`config.mk`:
```
export PLATFORM = sky130hd
export DESIGN_NAME = seq_add_sub
export DESIGN_NICKNAME = d
export VERILOG_FILES = /design/src/rtl/seq_add_sub.sv
export SDC_FILE = /design/constraint.sdc
export NUM_CORES = 1
export LEC_CHECK = 0
export BUFFER_PORTS_ARGS = -buffer_cell sky130_fd_sc_hd__buf_2
export CAP_MARGIN = 20
export CORE_UTILIZATION = 53
export DETAILED_ROUTE_END_ITERATION = 8
export PLACE_DENSITY = 0.83
export SETUP_SLACK_MARGIN = 0.02
export SLEW_MARGIN = 15
export SYNTH_ARGS = -nofsm -noshare
export SYNTH_HDL_FRONTEND = slang
export SYNTH_SLANG_ARGS = --single-unit
```
`constraint.sdc`:
```
create_clock -name clk -period 3.16 [get_ports clk]
set_input_delay 0.632 -clock clk [delete_from_list [all_inputs] [get_ports clk]]
set_output_delay 0.632 -clock clk [all_outputs]
set_load 0.005 [all_outputs]
```
`src/rtl/seq_add_sub.sv`:
```
// Digit-serial adder/subtractor: processes DIGIT bits per clock, LSB chunk first.
// Define SEQ_ADD_SUB_SAT_EN to saturate the sum on signed overflow (default build wraps).
module seq_add_sub #(
    parameter int WIDTH = 16,
    parameter int DIGIT = 4
) (
    input  logic             clk,
    input  logic             rst_n,
    input  logic             in_valid,
    output logic             in_ready,
    input  logic [WIDTH-1:0] a,
    input  logic [WIDTH-1:0] b,
    input  logic             cin,
    input  logic             sub,
    output logic             out_valid,
    input  logic             out_ready,
    output logic [WIDTH-1:0] sum,
    output logic             cout,
    output logic             ovf
);

    localparam int N     = WIDTH / DIGIT;
    localparam int CNT_W = (N > 1) ? $clog2(N) : 1;

    if (WIDTH < 2 || DIGIT < 1 || DIGIT > WIDTH || (WIDTH % DIGIT) != 0) begin : g_bad_cfg
        $error("seq_add_sub: WIDTH must be >= 2 and a multiple of DIGIT (1..WIDTH)");
    end

    typedef enum logic [1:0] {IDLE, BUSY, DONE} state_t;

    state_t                    state_q, state_d;
    logic         [CNT_W-1:0]  cnt;
    logic                      carry;
    logic         [WIDTH-1:0]  a_r, b_r;
    logic signed  [WIDTH-1:0]  sum_r;
    logic                      cout_r, ovf_r;
    logic         [DIGIT:0]    ext;
    logic         [WIDTH-1:0]  sum_shift;
    logic                      last;
    logic                      ovf_n;

    function automatic logic signed [WIDTH-1:0] sat_value(input logic a_msb);
        sat_value = {a_msb, {(WIDTH-1){~a_msb}}};
    endfunction

    // Chunk adder on the low DIGIT bits of the shifting operand registers
    assign ext       = {1'b0, a_r[DIGIT-1:0]} + {1'b0, b_r[DIGIT-1:0]} + {{DIGIT{1'b0}}, carry};
    assign sum_shift = (sum_r >> DIGIT) | (WIDTH'(ext[DIGIT-1:0]) << (WIDTH - DIGIT));
    assign last      = (cnt == CNT_W'(N - 1));
    // On the final chunk a_r/b_r hold the operand MSBs; a^b^s recovers the carry into the MSB
    assign ovf_n     = a_r[DIGIT-1] ^ b_r[DIGIT-1] ^ ext[DIGIT-1] ^ ext[DIGIT];

    always_ff @(posedge clk) begin
        if (!rst_n) begin
            state_q <= IDLE;
        end else begin
            state_q <= state_d;
        end
    end

    always_comb begin
        state_d = state_q;
        case (state_q)
            IDLE:    if (in_valid) state_d = BUSY;
            BUSY:    if (last) state_d = DONE;
            DONE:    if (out_ready) state_d = IDLE;
            default: state_d = IDLE;
        endcase
    end

    always_ff @(posedge clk) begin
        if (!rst_n) begin
            cnt    <= '0;
            carry  <= 1'b0;
            sum_r  <= '0;
            cout_r <= 1'b0;
            ovf_r  <= 1'b0;
        end else begin
            case (state_q)
                IDLE: begin
                    if (in_valid) begin
                        a_r   <= a;
                        b_r   <= sub ? ~b : b;
                        carry <= sub ? ~cin : cin;
                        cnt   <= '0;
                    end
                end
                BUSY: begin
                    a_r   <= a_r >> DIGIT;
                    b_r   <= b_r >> DIGIT;
                    carry <= ext[DIGIT];
                    cnt   <= cnt + 1'b1;
                    sum_r <= sum_shift;
                    if (last) begin
                        cout_r <= ext[DIGIT];
                        ovf_r  <= ovf_n;
`ifdef SEQ_ADD_SUB_SAT_EN
                        if (ovf_n) sum_r <= sat_value(a_r[DIGIT-1]);
`endif
                    end
                end
                default: ;
            endcase
        end
    end

    assign in_ready  = (state_q == IDLE);
    assign out_valid = (state_q == DONE);
    assign sum       = sum_r;
    assign cout      = cout_r;
    assign ovf       = ovf_r;

endmodule

```
==> results.json <==
{
  "worstPathMaxFanout": 3,
  "crit_arrival_ns": 2.03,
  "synthXorXnorAreaFrac": 0.0674,
  "power_w": 0.00138,
  "critPathCaptureType": "flop",
  "synthSimpleGateAreaFrac": 0.174,
  "routabilityCongestion": 0.725,
  "synthesis.area_um2": 2470,
  "dieArea_um2": 4940,
  "worstMarginPinSlew_ns": 0.649,
  "fin_skew_ns": 0.00408,
  "ant_nets": 0,
  "crit_family": "adder cells",
  "final_cell_mix": "75 x nand2_1, 57 x buf_2, 32 x edfxtp_1",
  "layout.nets": 339,
  "cp.depth": 7,
  "remaining_drc_errors": 0,
  "cts_resized": 0,
  "required_ns": 3.36,
  "timing.fmax_ghz": 0.548,
  "cts_setup_buffers": 0,
  "placed_area_um2": 2730,
  "area_growth_pct": 14.4,
  "ir_drop_uv": 318,
  "synth_top_cell_area_share": 0.389,
  "drt_iter0_drc": 68,
  "period_needed_ns": 1.83,
  "crit_slowest_cell": "dfxtp_1",
  "maxCapViolations": 0,
  "startpoint_type": "flop",
  "antenna_found_initial": 0,
  "finalHoldViolations": 0,
  "numCtsBuffers": 5,
  "drv_slew": 0,
  "initial_utilization": 0.560,
  "yosysWarnings": 0,
  "synth_fa_ha_area_frac": 0.0365,
  "synth-seq-cells": 55,
  "fin_util": 0.640,
  "rows": 24,
  "die_h_um": 70.3,
  "die_w_um": 70.3,
  "rsz0062_at_grt": "no",
  "outcome": "complete, no violations",
  "final_common_cell": "nand2_1",
  "wl_um": 4070,
  "p_per_area_nw_per_um2": 490,
  "grt_max_degree": 60,
  "io_pins": 58,
  "seq_power_share": 0.600,
  "power_switching_share": 0.243,
  "num-fill-cells": 373,
  "whs_path_depth": 2,
  "path_buf_inv": 1,
  "p_leak_nw": 1.18,
  "crit_chain": "fa_1 > inv_1 > fa_1 > nand2b_1 > a21oi_1 > xor2_1 > a21oi_1",
  "synth_cell_type_count": 31,
  "synth.area.mux_share": 0.00405,
  "clock_power_share": 0.267,
  "cts.path.max_buffers": 2,
  "clock-sinks": 55,
  "tns_ns": 0,
  "grt_first_pass_wirelength_um": 6980,
  "crit_type": "reg -> reg",
  "cts_tree": "yes",
  "core_um2": 4410,
  "place_hpwl_um": 2790,
  "diodes": 0,
  "first_pass_iters": 4,
  "grt_pass1_vias": 1639,
  "via_per_inst": 5.01,
  "synth_area_leader_cell": "edfxtp_1",
  "period_share": 0.578,
  "setup_viol": 0,
  "combPwrFrac": 0.133,
  "clkSlewWorstSetupHoldPaths_ns": 0.09,
  "p_sw_w": 0.000336,
  "synth_compound_area_frac": 0.0942,
  "dp.cells": 339,
  "slowest_delay_ns": 0.39,
  "relSlewSlack": 0.567,
  "final_cell_area_um2": 2830,
  "clkLatencyLatePin_ns": 0.30,
  "yosys-top-cells-area": "edfxtp_1 39%, dfxtp_1 19%, nand2_1 11%",
  "numPortBuffers": 57,
  "synth_top_family_by_area": "simple AND/OR/NAND/NOR gates",
  "r2r_cells": 7,
  "cts-root-buf": "clkbuf_8",
  "p_int_w": 0.00105,
  "fin_cells": 348,
  "cts.htree.levels": 2,
  "syn_inst": 243,
  "hold_buffers": 0,
  "yosysSeqAreaShare": 0.575,
  "track_usage": 0.180,
  "syn_nets": 287,
  "avgSynthCellArea_um2": 10.2,
  "hold_path.class": "reg -> reg",
  "overflow": 0,
  "vias": 1745,
  "layout-drive-gt1-share": 0.236,
  "wl_per_cell_um": 11.7
}
layout make-up:
class                           instances  area, um^2  area share
Clock inverter                          2        12.5     0.00443
Inverter                                4        15.0     0.00531
Multi-Input combinational cell        170         931       0.329
Timing Repair Buffer                   59         308       0.109
Tap cell                               52        65.1      0.0230
Sequential cell                        55        1420       0.503
Clock buffer                            6        72.6      0.0257
per-stage QoR:
step	hold WS (ns)	worst slack, ns
after global placement	0.439	1.23
after CTS	0.460	1.31
after global routing	0.489	1.14
after floorplan	0.453	0.479
final	0.456	1.33
after detailed placement	0.447	1.20
path summary, 6_finish.rpt:
kind / slack, ns / start / to
setup / recovery: 1.33 / carry / ovf
hold / removal: 0.46 / sum[3] / sum[3]
setup reg to reg: 1.33 / carry / ovf
hold reg to reg: 0.46 / sum[3] / sum[3]
Yosys cell counts:
library cell and number:
nand3_1 2, and2_4 1, a21oi_1 19, and2_1 4
a22oi_1 2, buf_2 2, a211oi_2 1, nor2b_1 3
clkbuf_1 2, nor3b_1 1, nand2_1 75, fa_1 2
a211oi_1 1, o21ai_0 13, buf_4 5, edfxtp_1 32
clkbuf_2 1, xor2_1 2, dfxtp_1 23, a21o_1 1
nand2b_1 3, and2b_4 1, o21a_1 1, inv_1 4
nor2_1 13, buf_6 4, xnor2_1 17, o31ai_1 1
o21bai_1 2, mux2i_1 1, ha_1 4
tightest hold or removal path, cell delays in order, from the launching register on:
cell     delay [ns]
dfxtp_1        0.32
nand2_1        0.05
a21oi_1        0.05
metal layers:
layer,part of all wire,global-route usage,routed length [um],vias up
li1,-,-,-,902
met1,0.42,0.201,1710,797
met2,0.51,0.322,2090,40
met3,0.047,0.0433,193,6
met4,0.018,0.0800,73,0
met5,0,0,0,-
sequential cells by signal, summed over array words and instances (netlist names):
signal / count
a_r: 16
b_r: 16
sum: 16
cnt: 2
state_q: 2
carry: 1
cout: 1
ovf: 1
power groups by stage:
stage	clock, W	sequential, W	combinational [W]
6_report	0.000370	0.000830	0.000183
5_1_grt	0.000406	0.000835	0.000209
4_1_cts	0.000380	0.000831	0.000184
3_5_place_dp	0	0.000847	0.000183
3_3_place_gp	0	0.000844	0.000177
2_1_floorplan	0	0.000843	0.000136
logic make-up (layout without fill, tap and decap cells):
kind of cell / count (synthesis) / count (layout)
muxes: 1 / 1
AOI/OAI and AO/OA: 41 / 41
DFF: 55 / 55
xor gates and xnor gates: 19 / 19
and+or+nand+nor: 103 / 103
buffers and inverters: 18 / 71
adders and majority gates: 6 / 6
Power figures use the tool's default switching activity.
